## config.mk

```make
export PLATFORM = sky130hd
export DESIGN_NAME = motor_packet_uart
export DESIGN_NICKNAME = d
export VERILOG_FILES = /design/src/rtl/motor_packet_uart.sv
export SDC_FILE = /design/constraint.sdc
export NUM_CORES = 1
export LEC_CHECK = 0
export ABC_AREA = 1
export BUFFER_PORTS_ARGS = -buffer_cell sky130_fd_sc_hd__clkbuf_2
export CORE_MARGIN = 1
export CORE_UTILIZATION = 50
export CTS_CLUSTER_SIZE = 25
export DETAILED_ROUTE_END_ITERATION = 6
export PLACE_DENSITY = 0.66
export SKIP_CTS_REPAIR_TIMING = 1
export SLEW_MARGIN = 20
export SYNTH_ARGS = -nofsm -noshare
export SYNTH_HDL_FRONTEND = slang
export SYNTH_SLANG_ARGS = --single-unit
```

## constraint.sdc

```tcl
create_clock -name clk -period 4.7 [get_ports clk]
set_input_delay 0.705 -clock clk [delete_from_list [all_inputs] [get_ports clk]]
set_output_delay 0.705 -clock clk [all_outputs]
set_load 0.02 [all_outputs]
```

## src/rtl/motor_packet_uart.sv

```systemverilog
// Packetized serial command generator for a two-motor driver board.
// Turns direction/speed into 8N1 UART packets, resent on change and on a periodic refresh.
module motor_packet_uart #(
    parameter int         CLKS_PER_BIT   = 434,
    parameter logic [7:0] ADDRESS        = 8'd128,
    parameter int         REFRESH_CYCLES = 5_000_000
) (
    input  logic       clk,
    input  logic       rst,
    input  logic [2:0] direction,
    input  logic [2:0] speed,
    output logic       uart_out,
    output logic       busy,
    output logic       pkt_done
);

    localparam int CW = (CLKS_PER_BIT > 1) ? $clog2(CLKS_PER_BIT) : 1;
    localparam int RW = (REFRESH_CYCLES > 1) ? $clog2(REFRESH_CYCLES) : 1;
    localparam logic [CW-1:0] BIT_LAST     = CW'(CLKS_PER_BIT - 1);
    localparam logic [CW-1:0] STOP_LAST    = CW'(CLKS_PER_BIT - 2);
    localparam logic [RW-1:0] REFRESH_LAST = RW'(REFRESH_CYCLES - 1);

    typedef enum logic [2:0] {IDLE, AUTOBAUD, LOAD, SEND_BYTE, NEXT_BYTE, DONE} state_t;

    state_t        state;
    logic [CW-1:0] clk_cnt;
    logic [3:0]    bit_cnt;
    logic [2:0]    byte_idx;
    logic [8:0]    frame;
    logic [2:0]    dir_s;
    logic [2:0]    spd_s;
    logic [5:0]    prev_cmd;
    logic          pending;
    logic          autobaud_needed;
    logic          sending_ab;
    logic [RW-1:0] refresh_cnt;

    logic change;
    logic request;

    function automatic logic [7:0] pkt_byte(input logic [2:0] idx,
                                            input logic [2:0] dir,
                                            input logic [2:0] spd);
        logic       fwd;
        logic       rev;
        logic [7:0] data;
        logic [7:0] cmd1;
        logic [7:0] cmd2;
        fwd  = (dir == 3'b001);
        rev  = (dir == 3'b011);
        data = (fwd || rev) ? 8'(spd) * 8'd18 : 8'd0;
        cmd1 = rev ? 8'd1 : 8'd0;
        cmd2 = rev ? 8'd5 : 8'd4;
        case (idx)
            3'd0, 3'd4: pkt_byte = ADDRESS;
            3'd1:       pkt_byte = cmd1;
            3'd2, 3'd6: pkt_byte = data;
            3'd3:       pkt_byte = (ADDRESS + cmd1 + data) & 8'h7F;
            3'd5:       pkt_byte = cmd2;
            default:    pkt_byte = (ADDRESS + cmd2 + data) & 8'h7F;
        endcase
    endfunction

    // A change seen this cycle counts as a request so IDLE reacts without waiting for pending.
    assign change  = ({direction, speed} != prev_cmd);
    assign request = autobaud_needed || pending || change || (refresh_cnt == REFRESH_LAST);

    always_ff @(posedge clk) begin
        prev_cmd <= {direction, speed};
    end

    // The final cycle of every stop bit is spent in NEXT_BYTE or LOAD so bytes stay gapless.
    always_ff @(posedge clk) begin
        if (rst) begin
            state           <= IDLE;
            uart_out        <= 1'b1;
            busy            <= 1'b0;
            pkt_done        <= 1'b0;
            refresh_cnt     <= '0;
            pending         <= 1'b0;
            autobaud_needed <= 1'b1;
            sending_ab      <= 1'b0;
            clk_cnt         <= '0;
            bit_cnt         <= 4'd0;
            byte_idx        <= 3'd0;
            frame           <= '1;
            dir_s           <= 3'd0;
            spd_s           <= 3'd0;
        end else begin
            pkt_done <= 1'b0;
            if (change) pending <= 1'b1;
            case (state)
                IDLE: begin
                    uart_out <= 1'b1;
                    busy     <= 1'b0;
                    if (refresh_cnt != REFRESH_LAST) refresh_cnt <= refresh_cnt + RW'(1);
                    if (request) state <= autobaud_needed ? AUTOBAUD : LOAD;
                end
                AUTOBAUD: begin
                    autobaud_needed <= 1'b0;
                    sending_ab      <= 1'b1;
                    frame           <= {1'b1, 8'hAA};
                    uart_out        <= 1'b0;
                    busy            <= 1'b1;
                    clk_cnt         <= '0;
                    bit_cnt         <= 4'd0;
                    state           <= SEND_BYTE;
                end
                LOAD: begin
                    dir_s      <= direction;
                    spd_s      <= speed;
                    pending    <= 1'b0;
                    sending_ab <= 1'b0;
                    byte_idx   <= 3'd0;
                    frame      <= {1'b1, ADDRESS};
                    uart_out   <= 1'b0;
                    busy       <= 1'b1;
                    clk_cnt    <= '0;
                    bit_cnt    <= 4'd0;
                    state      <= SEND_BYTE;
                end
                SEND_BYTE: begin
                    if (bit_cnt == 4'd9 && clk_cnt == STOP_LAST) begin
                        state <= sending_ab ? LOAD : NEXT_BYTE;
                    end else if (clk_cnt == BIT_LAST) begin
                        clk_cnt  <= '0;
                        bit_cnt  <= bit_cnt + 4'd1;
                        uart_out <= frame[0];
                        frame    <= {1'b1, frame[8:1]};
                    end else begin
                        clk_cnt <= clk_cnt + CW'(1);
                    end
                end
                NEXT_BYTE: begin
                    if (byte_idx == 3'd7) begin
                        pkt_done <= 1'b1;
                        uart_out <= 1'b1;
                        busy     <= 1'b0;
                        state    <= DONE;
                    end else begin
                        byte_idx <= byte_idx + 3'd1;
                        frame    <= {1'b1, pkt_byte(byte_idx + 3'd1, dir_s, spd_s)};
                        uart_out <= 1'b0;
                        clk_cnt  <= '0;
                        bit_cnt  <= 4'd0;
                        state    <= SEND_BYTE;
                    end
                end
                DONE: begin
                    refresh_cnt <= '0;
                    state       <= IDLE;
                end
                default: state <= IDLE;
            endcase
        end
    end

endmodule

```

Yosys cells after proc, flatten, opt, wreduce, memory -nomap -nowiden
Cells that the tools add are included.

storage, ports and cells
  bits in registers = 69

cells by class
  reduce and logical (&&, ||, !) cells = 27
  multiplexer cells = 33
  multiply operators = 1
  bitwise operators = 1
  eq/ne operators = 27
  $add $sub $neg = 8

operator list
  cell                     count
  $mux W9                  6
  $pmux W23 S2             1
  $pmux W8 S5              1
  $pmux W9 S4              1
  $pmux W9 S3              1
  $add A23 B1 Y23 const B  1
  $eq A23 B23 Y1 const B   1
  $mux W23                 1
  $ne A23 B23 Y1 const B   1
  $eq A3 B3 Y1 const B     6
  $eq A9 B9 Y1 const B     2
  $eq A3 B2 Y1 const B     5
  $mux W3                  5
  $add A7 B7 Y7            2
  $ne A2 B2 Y1 const B     7
  $mux W4                  3
  $pmux W3 S4              1
  $pmux W4 S3              1
  $reduce_or A2 Y1         5
  $add A9 B1 Y9 const B    1
  $eq A3 B1 Y1 const B     3
  $mux W8                  1
  $reduce_and A2 Y1        4
  $reduce_and A4 Y1        2
  21 further kinds         35

Logic depth before layout (Yosys ltp)
  depth in word-level cells = 7
  gate-level depth with buffers = 13
  depth with buffers taken out = 13

Worst setup path before layout
OpenSTA, ideal clock, no wires.

  kind = reg-to-reg
  start point = register byte_idx[0]
  end point = register frame[3]
  stages on the path, launching flop included = 11
  required time = 4567 ps
  buffers on the path = 0
  arrival time = 1704 ps
  slack = 2864 ps
  library setup time = 133 ps
  path through = dfxtp_1 ha_1 ha_1 inv_1 nand2_1 ha_1 ha_1 o211ai_1 nand3_1 nand2_1 nand3_1

between the ends
  longest elaborated chain between the ends = 6
  elaborated cells between the ends (all ways) = 16

RTL lines
  item                                  RTL line  RTL
  start: declaration                    28        logic [2:0] byte_idx;
  start signal: assignment              141       byte_idx <= byte_idx + 3'd1;
  $add A3 B1 Y3                         142       frame <= {1'b1, pkt_byte(byte_idx + 3'd1, dir_s, spd_s)};
  $eq A3 B2 Y1 (tied with other cells)  54        case (idx)
  $reduce_or A2 Y1                      54
  $pmux W8 S5                           54
  $mux W9                               135       if (byte_idx == 3'd7) begin
  $pmux W9 S4                           92        case (state)
  end signal: assignment                102       frame <= {1'b1, 8'hAA};
  end signal: assignment                129       frame <= {1'b1, frame[8:1]};
  end signal: assignment                142
  end: declaration                      29        logic [8:0] frame;

Parallel ways exist; a longest one is shown, timed or not. The select of a mux whose other input is x is not followed.
A chain may end at the register's enable or synchronous reset.

Worst setup path in the final report
  start point = register refresh_cnt[0]
  end point = register refresh_cnt[11]

between the ends
  longest elaborated chain between the ends = 3
  elaborated cells between the ends (all ways) = 6

RTL lines
  item                                               RTL line  RTL
  start: declaration                                 36        logic [RW-1:0] refresh_cnt;
  start signal: assignment                           96        if (refresh_cnt != REFRESH_LAST) refresh_cnt <= refresh_cnt + RW'(1);
  $add A23 B1 Y23 or $ne A23 B23 Y1 (tied branches)  96
  $mux W23 or $ne A2 B2 Y1 (tied branches)           n/a
  $pmux W23 S2 or $reduce_and A2 Y1 (tied branches)  n/a

Parallel ways exist; a longest one is shown, timed or not. The select of a mux whose other input is x is not followed.

==> impl_metrics.json <==
{
  "ir_worst_vdd_mv": 0.223,
  "post_dp_cell_area_um2": 4040,
  "final_nets": 643,
  "area_growth_pct": 7.01,
  "min_path_type": "reg2reg",
  "cts_tree": "done",
  "min_period_ns": 2.34,
  "arrival_ns": 2.60,
  "rows": 32,
  "finalPower_w": 0.00193,
  "fillers": 801,
  "grt_usage_pct": 24.7,
  "drtAntennaViolNets": 0,
  "routed_via_density": 5.29,
  "dp_hpwl_um": 6760,
  "p_sw_share_pct": 43.4,
  "layout_common_cells": "nand2_1 (158), nor2_1 (97), dfxtp_1 (68)",
  "ys_warn_count": 0,
  "syn-num-nets": 638,
  "grt_pass1_wl_um": 16500,
  "p_clk_share_pct": 23.7,
  "first_pass_iters": 7,
  "yosysUniqueCellTypes": 35,
  "grt_max_degree": 31,
  "p_per_area_nw_per_um2": 457,
  "cts_buffers": 9,
  "io_buffers": 10,
  "ioPinCount": 11,
  "finalSetupViolations": 0,
  "coreArea_um2": 7690,
  "p_seq_share_pct": 39.5,
  "die_h_um": 90.8,
  "path_max_fanout": 22,
  "crit_required_ns": 4.95,
  "outcome": "completed",
  "synth_area_um2": 3950,
  "die_w_um": 90.8,
  "drt_wl_total_um": 9480,
  "syn_inst": 615,
  "relSlewSlack_pct": 40.1,
  "ys.flop_type": "dfxtp_1",
  "cts.path.max_buffers": 2,
  "maxSlewViolCount": 0,
  "drc": 0,
  "num_vias": 3843,
  "clock_sinks": 68,
  "htree_levels": 3,
  "internal-power_w": 0.00109,
  "setup_tns_ns": 0,
  "max_freq_mhz": 427,
  "power_switching_w": 0.000838,
  "clk_latency_ns": 0.35,
  "power_leakage_nw": 1.68,
  "combPwrFrac_pct": 36.8,
  "antenna_found_initial": 0,
  "diodes": 0,
  "seq_area_um2": 1360,
  "worstSetupStartpointType": "flop",
  "final-hold-violation-count": 0,
  "async_flop_share_pct": 0,
  "crit_type": "reg2reg",
  "die_area_um2": 8250,
  "cts-root-buf": "clkbuf_8",
  "cp-end-kind": "flop",
  "drive_above_1_share_pct": 8.16,
  "max_cap_viol_count": 0,
  "period_share_pct": 49.8,
  "fin_util_pct": 54.9,
  "ys_ff_latch": 68,
  "syn_avg_cell_area_um2": 6.42,
  "initial_core_util_pct": 51.3,
  "multi_input_area_um2": 2220,
  "grt_setup_unrepaired": "no",
  "gr-total-overflow": 0,
  "grt_pass1_vias": 3583,
  "seq_area_frac_synth_pct": 34.5,
  "synth-edff-count": 0,
  "final_common_cell": "nand2_1",
  "worst_slew_pin_slew_ns": 0.896,
  "wire_per_inst_um": 13.0,
  "finClkSkew_ns": 0.0115,
  "clk_pin_slew_ns": 0.08,
  "final_area_um2": 4220,
  "globalplace.congestion": 0.885,
  "first_iter_violations": 237
}
## area by class of cell
type,instances,share of cell area (%)
clock buffers,10,3.26
clock inverters,6,1.16
inverters,75,6.67
multi-input cells,456,52.5
flip-flops and latches,68,32.2
well taps,102,3.02
repair buffers,10,1.19
## Yosys cell counts (3+ instances only)
cell	number	area (um2)
o211ai_1	4	30.0
clkbuf_1	6	22.5
xor2_1	9	78.8
nand2_1	158	593
nand3_2	3	30.0
a21oi_1	43	215
o21ai_0	25	125
or2_2	4	25.0
o21ai_1	3	15.0
dfxtp_1	68	1360
nor2_1	97	364
nand3_1	54	270
inv_2	7	26.3
inv_1	67	251
ha_1	15	188
nand2_2	5	31.3
nor3_1	6	30.0
buf_2	4	20.0
nand4_1	17	106
## flip-flops by register name (all words and copies together), names as in the netlist, 4 cells and up
name	cells
clk_cnt	9
refresh_cnt	23
prev_cmd	6
frame	8
bit_cnt	4
## power by group through the flow
stage                     logic (W)  clock network [W]  registers (W)
after CTS                  0.000711           0.000468       0.000760
after global placement     0.000698                  0       0.000769
after global routing       0.000807           0.000493       0.000774
final                      0.000710           0.000458       0.000762
after floorplan            0.000591                  0       0.000764
after detailed placement   0.000710                  0       0.000772
## critical path, cell delays in order (launching register included)
cell     delay (ns)
dfxtp_1        0.46
ha_1           0.21
nand3_1        0.20
nor2_1         0.18
nand3_1        0.09
nand2_1        0.62
nand2_2        0.20
nand2_1        0.14
nand2_1        0.06
nand2_1        0.05
nor2_1         0.04
## cells by family (layout without fill, tap and decap cells)
logic type	after synthesis	after routing	synth area share (%)
compound gates	81	81	10.9
xor+xnor	10	10	2.22
fa+ha+maj	15	15	4.76
buf+inv	91	101	9.35
flops	68	68	34.5
simple gates	350	350	38.3
## worst paths after layout
check	endpoint	slack, ns	from	cells past startpoint
setup / recovery	refresh_cnt[11]$_SDFFE_PP0P_	2.36	refresh_cnt[0]$_SDFFE_PP0P_	10
hold reg to reg	sending_ab$_SDFFE_PP0P_	0.46	sending_ab$_SDFFE_PP0P_	2
setup reg to reg	refresh_cnt[11]$_SDFFE_PP0P_	2.36	refresh_cnt[0]$_SDFFE_PP0P_	10
hold / removal	sending_ab$_SDFFE_PP0P_	0.46	sending_ab$_SDFFE_PP0P_	2
## layer usage
metal | share of wire (%) | wire length, um | GRT usage [%] | vias to the layer above
met4 | 1.3 | 119 | 7.41 | 0
li1 | - | - | - | 1979
met5 | 0 | 0 | 0 | -
met1 | 49 | 4640 | 33.3 | 1773
met3 | 3.8 | 359 | 4.29 | 11
met2 | 46 | 4360 | 40.3 | 80
## metrics by stage
step | setup slack [ns] | std cells | hold WS (ns)
6_report | 2.36 | 727 | 0.462
5_1_grt | 2.09 | 727 | 0.476
4_1_cts | 2.36 | 727 | 0.462
3_5_place_dp | 2.24 | 711 | 0.450
3_3_place_gp | 2.26 | 711 | 0.446
2_1_floorplan | 2.86 | 615 | 0.424
(Power assumes the default switching activity.)
